<file path="src/rtl/usb_ep0_ctrl_seq_if.sv">
// rtl/usb_ep0_ctrl_seq_if.sv - EP0 control sequencer token/data/response bundle
interface usb_ep0_ctrl_seq_if;
    logic       setup_start;
    logic       rx_valid;
    logic [7:0] rx_byte;
    logic       rx_done;
    logic       rx_err;
    logic       in_token;
    logic       host_ack;
    logic       is_conf;
    logic       zlp_send;
    logic       stall_send;
    logic       addr_set;
    logic       cnfg_set;
    logic [6:0] dev_addr;
    logic [7:0] cnfg_val;
    logic       busy;

    modport master (
        output setup_start, rx_valid, rx_byte, rx_done, rx_err,
        output in_token, host_ack, is_conf,
        input  zlp_send, stall_send, addr_set, cnfg_set,
        input  dev_addr, cnfg_val, busy
    );

    modport slave (
        input  setup_start, rx_valid, rx_byte, rx_done, rx_err,
        input  in_token, host_ack, is_conf,
        output zlp_send, stall_send, addr_set, cnfg_set,
        output dev_addr, cnfg_val, busy
    );
endinterface

</file>
<file path="src/rtl/usb_ep0_ctrl_seq.sv">
// rtl/usb_ep0_ctrl_seq.sv - EP0 SET_ADDRESS/SET_CONFIGURATION request sequencer
module usb_ep0_ctrl_seq (
    input  logic              clk,
    input  logic              rst_n,
    usb_ep0_ctrl_seq_if.slave bus
);
    typedef enum logic [2:0] {
        S_IDLE, S_CAPTURE, S_DECODE, S_STATUS, S_ACKWAIT, S_COMMIT, S_STALLED
    } state_t;

    state_t     r_state;
    state_t     w_state_nxt;
    logic [7:0] r_byte [8];
    logic [3:0] r_cnt;
    logic       r_ovf;
    logic       r_is_addr;
    logic [7:0] r_pend;
    logic [6:0] r_dev_addr;
    logic [7:0] r_cnfg_val;
    logic       r_zlp;
    logic       r_stall;
    logic       r_addr_set;
    logic       r_cnfg_set;
    logic       r_busy;

    logic       w_zlp_nxt;
    logic       w_stall_nxt;
    logic       w_take_byte;
    logic       w_ovf_byte;
    logic       w_rest_zero;
    logic       w_set_addr;
    logic       w_set_cfg;
    logic       w_len_ok;

    // A byte arriving in the same cycle as rx_done is counted before the length check
    assign w_take_byte = (r_state == S_CAPTURE) && bus.rx_valid && !r_cnt[3];
    assign w_ovf_byte  = (r_state == S_CAPTURE) && bus.rx_valid &&  r_cnt[3];
    assign w_len_ok    = ((w_take_byte ? r_cnt + 4'd1 : r_cnt) == 4'd8) && !(r_ovf || w_ovf_byte);

    assign w_rest_zero = (r_byte[3] | r_byte[4] | r_byte[5] | r_byte[6] | r_byte[7]) == 8'h00;
    assign w_set_addr  = (r_byte[0] == 8'h00) && (r_byte[1] == 8'h05) && !r_byte[2][7] && w_rest_zero;
    assign w_set_cfg   = (r_byte[0] == 8'h00) && (r_byte[1] == 8'h09) && (r_byte[2] <= 8'h01)
                         && w_rest_zero && (r_dev_addr != 7'd0);

    // Next-state and response-pulse decode; setup_start overrides everything
    always_comb begin
        w_state_nxt = r_state;
        w_zlp_nxt   = 1'b0;
        w_stall_nxt = 1'b0;
        if (bus.setup_start) begin
            w_state_nxt = S_CAPTURE;
        end else begin
            case (r_state)
                S_IDLE:    w_state_nxt = S_IDLE;
                S_CAPTURE: begin
                    if (bus.rx_err)       w_state_nxt = S_IDLE;
                    else if (bus.rx_done) w_state_nxt = w_len_ok ? S_DECODE : S_IDLE;
                end
                S_DECODE:  w_state_nxt = (w_set_addr || w_set_cfg) ? S_STATUS : S_STALLED;
                S_STATUS: begin
                    if (bus.in_token) begin
                        w_zlp_nxt   = 1'b1;
                        w_state_nxt = S_ACKWAIT;
                    end
                end
                S_ACKWAIT: begin
                    if (bus.host_ack)      w_state_nxt = S_COMMIT;
                    else if (bus.in_token) w_zlp_nxt   = 1'b1;
                end
                S_COMMIT:  w_state_nxt = S_IDLE;
                S_STALLED: w_stall_nxt = bus.in_token;
                default:   w_state_nxt = S_IDLE;
            endcase
        end
    end

    // State register and registered response pulses
    always_ff @(posedge clk) begin
        if (!rst_n) begin
            r_state <= S_IDLE;
            r_zlp   <= 1'b0;
            r_stall <= 1'b0;
            r_busy  <= 1'b0;
        end else begin
            r_state <= w_state_nxt;
            r_zlp   <= w_zlp_nxt;
            r_stall <= w_stall_nxt;
            r_busy  <= (w_state_nxt != S_IDLE);
        end
    end

    // Payload capture, pending-request latch and post-ACK commit of address/config
    always_ff @(posedge clk) begin
        if (!rst_n) begin
            r_cnt      <= 4'd0;
            r_ovf      <= 1'b0;
            r_is_addr  <= 1'b0;
            r_pend     <= 8'd0;
            r_dev_addr <= 7'd0;
            r_cnfg_val <= 8'd0;
            r_addr_set <= 1'b0;
            r_cnfg_set <= 1'b0;
        end else begin
            r_addr_set <= 1'b0;
            r_cnfg_set <= 1'b0;
            if (bus.setup_start) begin
                r_cnt <= 4'd0;
                r_ovf <= 1'b0;
            end else begin
                if (w_take_byte) begin
                    r_byte[r_cnt[2:0]] <= bus.rx_byte;
                    r_cnt              <= r_cnt + 4'd1;
                end
                if (w_ovf_byte) begin
                    r_ovf <= 1'b1;
                end
                if (r_state == S_DECODE) begin
                    r_is_addr <= w_set_addr;
                    r_pend    <= w_set_addr ? {1'b0, r_byte[2][6:0]} : r_byte[2];
                end
                if (r_state == S_COMMIT) begin
                    if (r_is_addr) begin
                        r_dev_addr <= r_pend[6:0];
                        r_addr_set <= (r_pend[6:0] != 7'd0) && (r_dev_addr == 7'd0);
                    end else begin
                        r_cnfg_val <= r_pend;
                        r_cnfg_set <= (r_pend == 8'd1) && !bus.is_conf;
                    end
                end
            end
        end
    end

    assign bus.zlp_send   = r_zlp;
    assign bus.stall_send = r_stall;
    assign bus.addr_set   = r_addr_set;
    assign bus.cnfg_set   = r_cnfg_set;
    assign bus.dev_addr   = r_dev_addr;
    assign bus.cnfg_val   = r_cnfg_val;
    assign bus.busy       = r_busy;
endmodule
</file>
<file path="src/flat_wrapper.sv">
// flat-port wrapper written by rule: the top's interface ports become plain ports
module usb_ep0_ctrl_seq_flat 
  (clk, rst_n, bus_setup_start, bus_rx_valid, bus_rx_byte, bus_rx_done, bus_rx_err, bus_in_token, bus_host_ack, bus_is_conf, bus_zlp_send, bus_stall_send, bus_addr_set, bus_cnfg_set, bus_dev_addr, bus_cnfg_val, bus_busy);
  usb_ep0_ctrl_seq_if bus_i ();
  input  logic clk;
  input  logic rst_n;
  input wire logic [$bits(bus_i.setup_start)-1:0] bus_setup_start;
  input wire logic [$bits(bus_i.rx_valid)-1:0] bus_rx_valid;
  input wire logic [$bits(bus_i.rx_byte)-1:0] bus_rx_byte;
  input wire logic [$bits(bus_i.rx_done)-1:0] bus_rx_done;
  input wire logic [$bits(bus_i.rx_err)-1:0] bus_rx_err;
  input wire logic [$bits(bus_i.in_token)-1:0] bus_in_token;
  input wire logic [$bits(bus_i.host_ack)-1:0] bus_host_ack;
  input wire logic [$bits(bus_i.is_conf)-1:0] bus_is_conf;
  output wire logic [$bits(bus_i.zlp_send)-1:0] bus_zlp_send;
  output wire logic [$bits(bus_i.stall_send)-1:0] bus_stall_send;
  output wire logic [$bits(bus_i.addr_set)-1:0] bus_addr_set;
  output wire logic [$bits(bus_i.cnfg_set)-1:0] bus_cnfg_set;
  output wire logic [$bits(bus_i.dev_addr)-1:0] bus_dev_addr;
  output wire logic [$bits(bus_i.cnfg_val)-1:0] bus_cnfg_val;
  output wire logic [$bits(bus_i.busy)-1:0] bus_busy;
  assign bus_i.setup_start = bus_setup_start;
  assign bus_i.rx_valid = bus_rx_valid;
  assign bus_i.rx_byte = bus_rx_byte;
  assign bus_i.rx_done = bus_rx_done;
  assign bus_i.rx_err = bus_rx_err;
  assign bus_i.in_token = bus_in_token;
  assign bus_i.host_ack = bus_host_ack;
  assign bus_i.is_conf = bus_is_conf;
  assign bus_zlp_send = bus_i.zlp_send;
  assign bus_stall_send = bus_i.stall_send;
  assign bus_addr_set = bus_i.addr_set;
  assign bus_cnfg_set = bus_i.cnfg_set;
  assign bus_dev_addr = bus_i.dev_addr;
  assign bus_cnfg_val = bus_i.cnfg_val;
  assign bus_busy = bus_i.busy;
  usb_ep0_ctrl_seq u_core (.clk(clk), .rst_n(rst_n), .bus(bus_i));
endmodule
</file>
<file path="config.mk">
export PLATFORM = sky130hd
export DESIGN_NAME = usb_ep0_ctrl_seq_flat
export DESIGN_NICKNAME = d
export VERILOG_FILES = /design/src/rtl/usb_ep0_ctrl_seq_if.sv /design/src/rtl/usb_ep0_ctrl_seq.sv /design/src/flat_wrapper.sv
export SDC_FILE = /design/constraint.sdc
export NUM_CORES = 1
export LEC_CHECK = 0
export CAP_MARGIN = 20
export CORE_MARGIN = 5
export CORE_UTILIZATION = 35
export CTS_BUF_LIST = sky130_fd_sc_hd__clkbuf_8
export DETAILED_ROUTE_END_ITERATION = 10
export PLACE_DENSITY = 0.64
export SLEW_MARGIN = 20
export SYNTH_ARGS = -nofsm -noshare
export SYNTH_HDL_FRONTEND = slang
export SYNTH_SLANG_ARGS = --single-unit
</file>
<file path="constraint.sdc">
create_clock -name clk -period 4 [get_ports clk]
set_input_delay 1 -clock clk [delete_from_list [all_inputs] [get_ports clk]]
set_output_delay 1 -clock clk [all_outputs]
set_load 0.03 [all_outputs]
</file>
Word level (Yosys, flattened, before mapping)
Memory sizes are Yosys's and may differ from the RTL's.
Cells that the tools add are included.
Widths: inputs -> output; s select.

storage, ports and cells
  bits in registers = 37
  memory bits (writable) = 64
  bits of input ports = 17
  output and inout port bits = 20
  memories kept = 1

memory list
  name           depth  bits a word  read ports  clocked after Yosys merged registers in  write ports  RTL line                RTL
  u_core.r_byte  8      8            8           0                                        1            usb_ep0_ctrl_seq.sv:13  logic [7:0] r_byte [8];

operators by class
  add/subtract/negate cells = 1
  $lt $le $gt $ge = 1
  equality and inequality tests = 10
  muxes and demuxes = 17
  bitwise logic cells = 9
  reductions and logical operators = 32

operator list
  kind                 count
  $or 8x8->8           4
  $mux 3               6
  $logic_not 8->1      2
  $pmux 3 s5           1
  $reduce_bool 7->1    2
  $logic_and 1x1->1    13
  $eq 3x3->1 const B   3
  $eq 8x1->1 const B   1
  $eq 8x3->1 const B   1
  $eq 8x4->1 const B   1
  $le 8x1->1 const B   1
  $mux 8               1
  $reduce_or 4->1      2
  $logic_not 7->1      1
  $eq 3x2->1 const B   2
  $mux 1               6
  $reduce_and 3->1     2
  $not 1->1            5
  $add 4x1->4 const B  1
  $eq 4x4->1 const B   1
  $logic_not 1->1      4
  $mux 4               1
  $eq 3x1->1 const B   1
  $reduce_bool 3->1    1
  6 further kinds      7

Logic depth before layout (Yosys ltp)
Gate-level depths: netlist of the first run.
An unclocked memory read counts as a cell.

  depth after elaboration = 13
  depth in mapped cells = 7
  depth with buffers taken out = 5

Worst setup path before layout of the first run
No wires, ideal clock.

  path type = input-to-reg
  from = input bus_setup_start
  to = memory u_core.r_byte[0][0] (enable)
  library setup time = 0.383 ns
  arrival = 2.501 ns
  data required time = 3.617 ns
  setup slack = 1.116 ns
  cell stages on the path = 4
  cell sequence = nand2b_1 -> clkbuf_1 -> or4_2 -> nor3_1

on the way
  longest elaborated chain between the ends = 3

RTL lines
  element                       RTL line                 RTL
  from (decl)                   flat_wrapper.sv:7        input wire logic [$bits(bus_i.setup_start)-1:0] bus_setup_start;
  $mux 1                        usb_ep0_ctrl_seq.sv:106  if (bus.setup_start) begin
  $mux 1                        usb_ep0_ctrl_seq.sv:94   if (!rst_n) begin
  $mux 1 (implied by the code)  usb_ep0_ctrl_seq.sv:111  r_byte[r_cnt[2:0]] <= bus.rx_byte;
  to (decl)                     usb_ep0_ctrl_seq.sv:13

No other way between the ends.

Final worst setup path of the first run
  from = input bus_rx_valid
  to = memory u_core.r_byte[2][4] (enable)

on the way
  longest elaborated chain between the ends = 6

RTL lines
  element                          RTL line                 RTL
  from (decl)                      flat_wrapper.sv:8        input wire logic [$bits(bus_i.rx_valid)-1:0] bus_rx_valid;
  $logic_and 1x1->1 (2 in series)  usb_ep0_ctrl_seq.sv:36   assign w_take_byte = (r_state == S_CAPTURE) && bus.rx_valid && !r_cnt[3];
  $mux 1                           usb_ep0_ctrl_seq.sv:110  if (w_take_byte) begin
  $mux 1                           usb_ep0_ctrl_seq.sv:106
  $mux 1                           usb_ep0_ctrl_seq.sv:94
  $mux 1 (implied by the code)     usb_ep0_ctrl_seq.sv:111

No other way between the ends.

==> out/qor.json, run 1 <==
{
  "clocking": {
    "cts_hold_buffers": 0,
    "clkSinkCount": 101,
    "cts.repair.resized": 0,
    "post_cts_setup_buffer_count": 0,
    "count_of_h_tree_levels_built_during_cts": 3,
    "clk_pin_slew_worst_paths_ps": 90,
    "clk_latency_ps": 350,
    "cts.path.max_buffers": 2,
    "root_buffer": "sky130_fd_sc_hd__clkbuf_8",
    "tritoncts": "built",
    "numCtsBuffers": 9
  },
  "yosys": {
    "syn_nets": 302,
    "synth_seq_cells": 101,
    "synthDominantCellAreaShare_pct": 50.9,
    "synth-warning-count": 0,
    "synth_top_cell_by_area": "sky130_fd_sc_hd__edfxtp_1",
    "ys_dominant_reg_cell": "sky130_fd_sc_hd__edfxtp_1",
    "syn_area_um2": 3770,
    "synth_cell_types": 45,
    "synth_area_per_cell_um2": 13.3,
    "async_s_r_ff_share_synth_pct": 0,
    "syn-instance-count": 284,
    "seq_area_frac_synth_pct": 70.6,
    "synth_top_cells_by_area": "sky130_fd_sc_hd__edfxtp_1, sky130_fd_sc_hd__dfxtp_1, sky130_fd_sc_hd__nand2_1",
    "synth_enable_flop_cells": 64
  },
  "timing": {
    "rsz_0062_raised_after_global_routing": "no",
    "timing.max_slew.rel_slack_pct": 61.0,
    "count_of_endpoints_failing_hold_in_the_final_timing_report": 0,
    "max_freq_ghz": 0.343,
    "final.setup.worst_slack_ps": 1090,
    "tightestPinTransition_ps": 584,
    "setup_total_negative_slack_ps": 0,
    "period_share_pct": 72.8,
    "finalWorstPathRequiredPeriod_ps": 2910,
    "final_max_slew_viol_count": 0,
    "setup_viol_count_final": 0,
    "clock-skew-final_ps": 16.6,
    "final_hold_slack_ps": 484
  },
  "setup_path": {
    "worstRegToRegCells": 3,
    "timing.critical_path.from": "bus_rx_valid",
    "crit_path_start_kind": "primary input",
    "worstReg2RegStart": "u_core.r_state[0]",
    "critical_path_arrival_ps": 2890,
    "ff2ff_setup_slack_ps": 1650,
    "worstSetupEndpointType": "register",
    "worst-endpoint-required_ps": 3980,
    "critPathKind": "in -> reg",
    "timing.rr.end": "u_core.r_byte[2][4]",
    "maximum_fanout_count_along_the_critical_path": 8,
    "timing.critical_path.to": "u_core.r_byte[2][4]"
  },
  "global_route": {
    "first_global_vias": 2297,
    "grt_total_usage_pct": 11.4,
    "grt_pass1_wl_um": 11600,
    "antenna_found_initial": 0,
    "maximum_number_of_pins_on_one_net_before_global_route_repair": 30,
    "grt_overflow_total": 0
  },
  "routing": {
    "routed-via-count": 2349,
    "starting_drt_drc_count": 143,
    "wl_per_cell_um": 15.3,
    "remaining_drc_errors": 0,
    "vias_per_cell": 4.96,
    "drt_first_pass_iters": 4,
    "drt-total-wl_um": 7240,
    "drtAntennaViolNets": 0
  },
  "floorplan": {
    "ios": 37,
    "initial_core_util_pct": 35.3,
    "core_area_um2": 10700,
    "num_rows": 38,
    "full_die_area_um2": 13000,
    "chipWidth_um": 114,
    "die-height_um": 114
  },
  "final_layout": {
    "register_area_um2": 2660,
    "n_antenna_cell": 0,
    "finalNetCount": 347,
    "multi_input_comb_area_um2": 1030,
    "fillCellCount": 997,
    "synth_to_layout_area_growth_pct": 21.3,
    "post_route_cells_drive_above_1_share_pct": 9.88
  },
  "place": {
    "half_perimeter_wire_length_after_detailed_placement_um": 5170,
    "portbufs": 36,
    "gp_congestion": 0.796,
    "preCtsSetupSlack_ps": 742
  },
  "run": {
    "drv_cap": 0
  },
  "power": {
    "ir_drop_uv": 254,
    "powerDensity_nw_per_um2": 420,
    "static-leakage-power_nw": 1.44
  },
  "outcome": {
    "result_of_the_run": "completed"
  },
  "worst_hold_path": {
    "hp-class": "reg -> reg"
  }
}
[routing by layer]
metal	share of wire [%]	vias up	global-route usage (%)
met5	0	-	0
met2	49	64	19.5
met4	0.58	0	3.09
li1	-	1142	-
met3	5.6	4	3.24
met1	45	1139	14.3
[critical path, stage by stage]
cell and delay, ps:
sky130_fd_sc_hd__clkdlybuf4s50_1 520, sky130_fd_sc_hd__nand4bb_4 150, sky130_fd_sc_hd__or4_2 710, sky130_fd_sc_hd__nor2_1 510
[area by class of cell]
cell class              count  area share, %
clock inverters             6           2.38
well taps                 140           3.83
repair buffers             46           9.52
clock buffers              10           3.01
multi-input cells         165           22.6
inverters                   6          0.492
flip-flops and latches    101           58.2
[registers in the layout, indices dropped and copies added, names as in the netlist]
name / flops
u_core.r_ovf: 1
u_core.r_byte: 64
u_core.bus.zlp_send: 1
u_core.r_is_addr: 1
u_core.bus.addr_set: 1
u_core.r_pend: 8
u_core.bus.busy: 1
u_core.r_cnt: 4
u_core.bus.dev_addr: 7
u_core.bus.cnfg_val: 8
u_core.bus.stall_send: 1
u_core.bus.cnfg_set: 1
u_core.r_state: 3
[report_power, final]
| group | internal (mW) | total (mW) | switching [mW] |
|---|---|---|---|
| registers | 1.11 | 1.11 | 0.00344 |
| clock network | 0.433 | 0.761 | 0.328 |
| logic | 0.0247 | 0.0518 | 0.0272 |
[worst min path at each step]
stage                                 from                      to  slack (ps)  cells past startpoint
global placement    u_core.bus.dev_addr[5]  u_core.bus.dev_addr[5]         470                      2
global route        u_core.bus.dev_addr[6]  u_core.bus.dev_addr[6]         520                      2
detailed placement            u_core.r_ovf            u_core.r_ovf         470                      2
finish              u_core.bus.dev_addr[2]  u_core.bus.dev_addr[2]         480                      2
floorplan                     u_core.r_ovf            u_core.r_ovf         440                      2
CTS                 u_core.bus.dev_addr[2]  u_core.bus.dev_addr[2]         490                      2
[cells in the mapped netlist (all sizes together) (2+ instances only)]
cell    number
nand4        4
nor4b        2
edfxtp      64
nor2b       11
a21oi        6
o21ai        4
and4bb       2
nor2        18
nor3         6
nor4        17
buf          3
clkbuf       9
nand2b       4
and3         2
or4          2
nand3        9
mux2i        9
nor4bb       2
nand4b       2
a21boi      15
inv          6
dfxtp       37
nand2       32
[layout by cell type (no fill, tap or decap), types with 2 or more instances in the layout]
cell	count
sky130_fd_sc_hd__a21boi_0	15
sky130_fd_sc_hd__a21oi_1	6
sky130_fd_sc_hd__and3_1	2
sky130_fd_sc_hd__and4bb_2	2
sky130_fd_sc_hd__buf_4	10
sky130_fd_sc_hd__bufinv_16	3
sky130_fd_sc_hd__clkbuf_8	10
sky130_fd_sc_hd__clkdlybuf4s50_1	36
sky130_fd_sc_hd__dfxtp_1	37
sky130_fd_sc_hd__edfxtp_1	64
sky130_fd_sc_hd__inv_1	7
sky130_fd_sc_hd__mux2i_1	9
sky130_fd_sc_hd__nand2_1	32
sky130_fd_sc_hd__nand2b_1	4
sky130_fd_sc_hd__nand3_1	9
sky130_fd_sc_hd__nand4_1	4
sky130_fd_sc_hd__nand4b_1	2
sky130_fd_sc_hd__nor2_1	18
sky130_fd_sc_hd__nor2b_1	11
sky130_fd_sc_hd__nor3_1	5
sky130_fd_sc_hd__nor4_1	17
sky130_fd_sc_hd__nor4b_1	2
sky130_fd_sc_hd__nor4bb_1	2
sky130_fd_sc_hd__o21ai_0	3
[through the flow]
step	utilization (%)	total power [mW]	instance area, um2	cells
detailed placement	40.5	1.19	4330	458
finish	42.8	1.92	4580	474
global route	42.8	2.00	4580	474
global placement	40.5	1.19	4330	458
CTS	42.8	1.94	4580	474
floorplan	-	1.15	3770	284
[cells by family after synthesis]
group,Yosys count,share of synthesized area [%]
and+or+nand+nor,120,18.0
DFF,101,70.6
AOI/OAI and AO/OA,33,6.17
buffers and inverters,18,2.06
muxes,9,2.39
xor gates and xnor gates,2,0.464
adders and majority gates,1,0.332
Power figures use the tool's default switching activity.
==> run 2: changes to the inputs <==
==> constraint.sdc (replaced) <==
create_clock -name clk -period 2.89 [get_ports clk]
set_input_delay 0.7225 -clock clk [delete_from_list [all_inputs] [get_ports clk]]
set_output_delay 0.7225 -clock clk [all_outputs]
set_load 0.03 [all_outputs]
==> out/qor.json, run 2 (synthesis results as in run 1) <==
{
  "outcome": {
    "result_of_the_run": "completed"
  },
  "place": {
    "place_area_um2": 4350,
    "gp_congestion": 0.788,
    "dp_cells": 461,
    "portbufs": 36,
    "preCtsSetupSlack_ps": 125,
    "half_perimeter_wire_length_after_detailed_placement_um": 4970
  },
  "timing": {
    "period_share_pct": 82.5,
    "rsz_0062_raised_after_global_routing": "no",
    "final.setup.worst_slack_ps": 505,
    "setup_total_negative_slack_ps": 0,
    "tightestPinTransition_ps": 559,
    "count_of_endpoints_failing_hold_in_the_final_timing_report": 0,
    "finalWorstPathRequiredPeriod_ps": 2380,
    "final_max_slew_viol_count": 0,
    "setup_viol_count_final": 0,
    "clock-skew-final_ps": 10.6,
    "max_freq_ghz": 0.419,
    "timing.max_slew.rel_slack_pct": 62.5
  },
  "global_route": {
    "grt_total_usage_pct": 11.2,
    "grt_overflow_total": 0,
    "first_global_vias": 2305,
    "maximum_number_of_pins_on_one_net_before_global_route_repair": 29,
    "grt_pass1_wl_um": 11300,
    "antenna_found_initial": 0
  },
  "final_layout": {
    "finish.cell_count_without_fillers": 477,
    "finalNetCount": 350,
    "mostFrequentLayoutCell": "sky130_fd_sc_hd__edfxtp_1",
    "most-common-layout-cells": "sky130_fd_sc_hd__edfxtp_1, sky130_fd_sc_hd__dfxtp_1, sky130_fd_sc_hd__clkdlybuf4s50_1",
    "synth_to_layout_area_growth_pct": 21.5,
    "fillCellCount": 1001,
    "n_antenna_cell": 0,
    "final_design_area_no_fill_um2": 4580,
    "top_register": "u_core.r_byte",
    "post_route_cells_drive_above_1_share_pct": 10.7,
    "largest_register_ff_count": 64,
    "multi_input_comb_area_um2": 1030,
    "register_area_um2": 2660
  },
  "setup_path": {
    "worst-endpoint-required_ps": 2960,
    "maximum_fanout_count_along_the_critical_path": 8,
    "cpPeakStageDelay_ps": 700,
    "worstSetupEndpointType": "register",
    "critical_path_arrival_ps": 2450,
    "crit_path_start_kind": "primary input",
    "critPathKind": "in -> reg",
    "cp_slowest_cell": "sky130_fd_sc_hd__or4_2",
    "worstPathCellList": "clkdlybuf4s50_1, nand4bb_4, or4_2, nor3_1, buf_4",
    "ff2ff_setup_slack_ps": 850
  },
  "clocking": {
    "clk_pin_slew_worst_paths_ps": 90,
    "cts.repair.resized": 0,
    "clk_latency_ps": 350,
    "numCtsBuffers": 9,
    "count_of_h_tree_levels_built_during_cts": 3,
    "cts.path.max_buffers": 2,
    "cts_hold_buffers": 0,
    "post_cts_setup_buffer_count": 0,
    "tritoncts": "built",
    "clkSinkCount": 101,
    "root_buffer": "sky130_fd_sc_hd__clkbuf_8"
  },
  "floorplan": {
    "initial_core_util_pct": 35.3,
    "ios": 37,
    "num_rows": 38,
    "full_die_area_um2": 13000,
    "die-height_um": 114,
    "chipWidth_um": 114,
    "core_area_um2": 10700
  },
  "power": {
    "static-leakage-power_nw": 1.45,
    "ir_drop_uv": 379,
    "powerDensity_nw_per_um2": 564
  },
  "routing": {
    "vias_per_cell": 4.81,
    "wl_per_cell_um": 14.7,
    "remaining_drc_errors": 0,
    "drt_first_pass_iters": 4,
    "starting_drt_drc_count": 133,
    "routed-via-count": 2293,
    "drtAntennaViolNets": 0,
    "drt-total-wl_um": 7010
  },
  "run": {
    "drv_cap": 0
  },
  "worst_hold_path": {
    "hp-class": "reg -> reg"
  }
}
-- run 2: worst paths after layout --
kind	cells after the start	end	from
worst max-delay path	5	u_core.r_byte[0][2]	bus_rx_valid
worst min-delay path	2	u_core.bus.dev_addr[4]	u_core.bus.dev_addr[4]
worst max register to register	4	u_core.r_byte[0][2]	u_core.r_state[1]
worst min register to register	2	u_core.bus.dev_addr[4]	u_core.bus.dev_addr[4]
-- run 2: area by class of cell --
| class | count | area share (%) |
|---|---|---|
| clock buffer | 9 | 2.70 |
| clock inverter | 7 | 2.35 |
| inverter | 6 | 0.491 |
| multi-input combinational | 165 | 22.5 |
| sequential | 101 | 58.1 |
| tap | 140 | 3.82 |
| timing repair buffer | 49 | 9.99 |
-- run 2: power by group --
group / internal (mW) / switching [mW]
clock: 0.531 / 0.445
combinational: 0.0361 / 0.0392
sequential: 1.53 / 0.00257
total: 2.10 / 0.486
-- run 2: stage by stage --
step / util [%] / power, mW / hold WS (ps)
2_1_floorplan: - / 1.59 / 438
3_3_place_gp: 40.7 / 1.64 / 465
3_5_place_dp: 40.7 / 1.64 / 464
4_1_cts: 42.8 / 2.62 / 482
5_1_grt: 42.8 / 2.68 / 525
6_report: 42.8 / 2.59 / 475
-- run 2: routing by layer --
layer  wire (um)  up-vias  global-route usage (%)
li1            -     1150                       -
met1        3100     1083                    13.7
met2        3390       51                    18.9
met3         427        9                    3.66
met4          88        0                    3.17
met5           0        -                       0
-- run 2: critical path, delay by kind of cell --
kind          cells  cell delay, ps
buf+inv           2             710
simple gates      3            1010
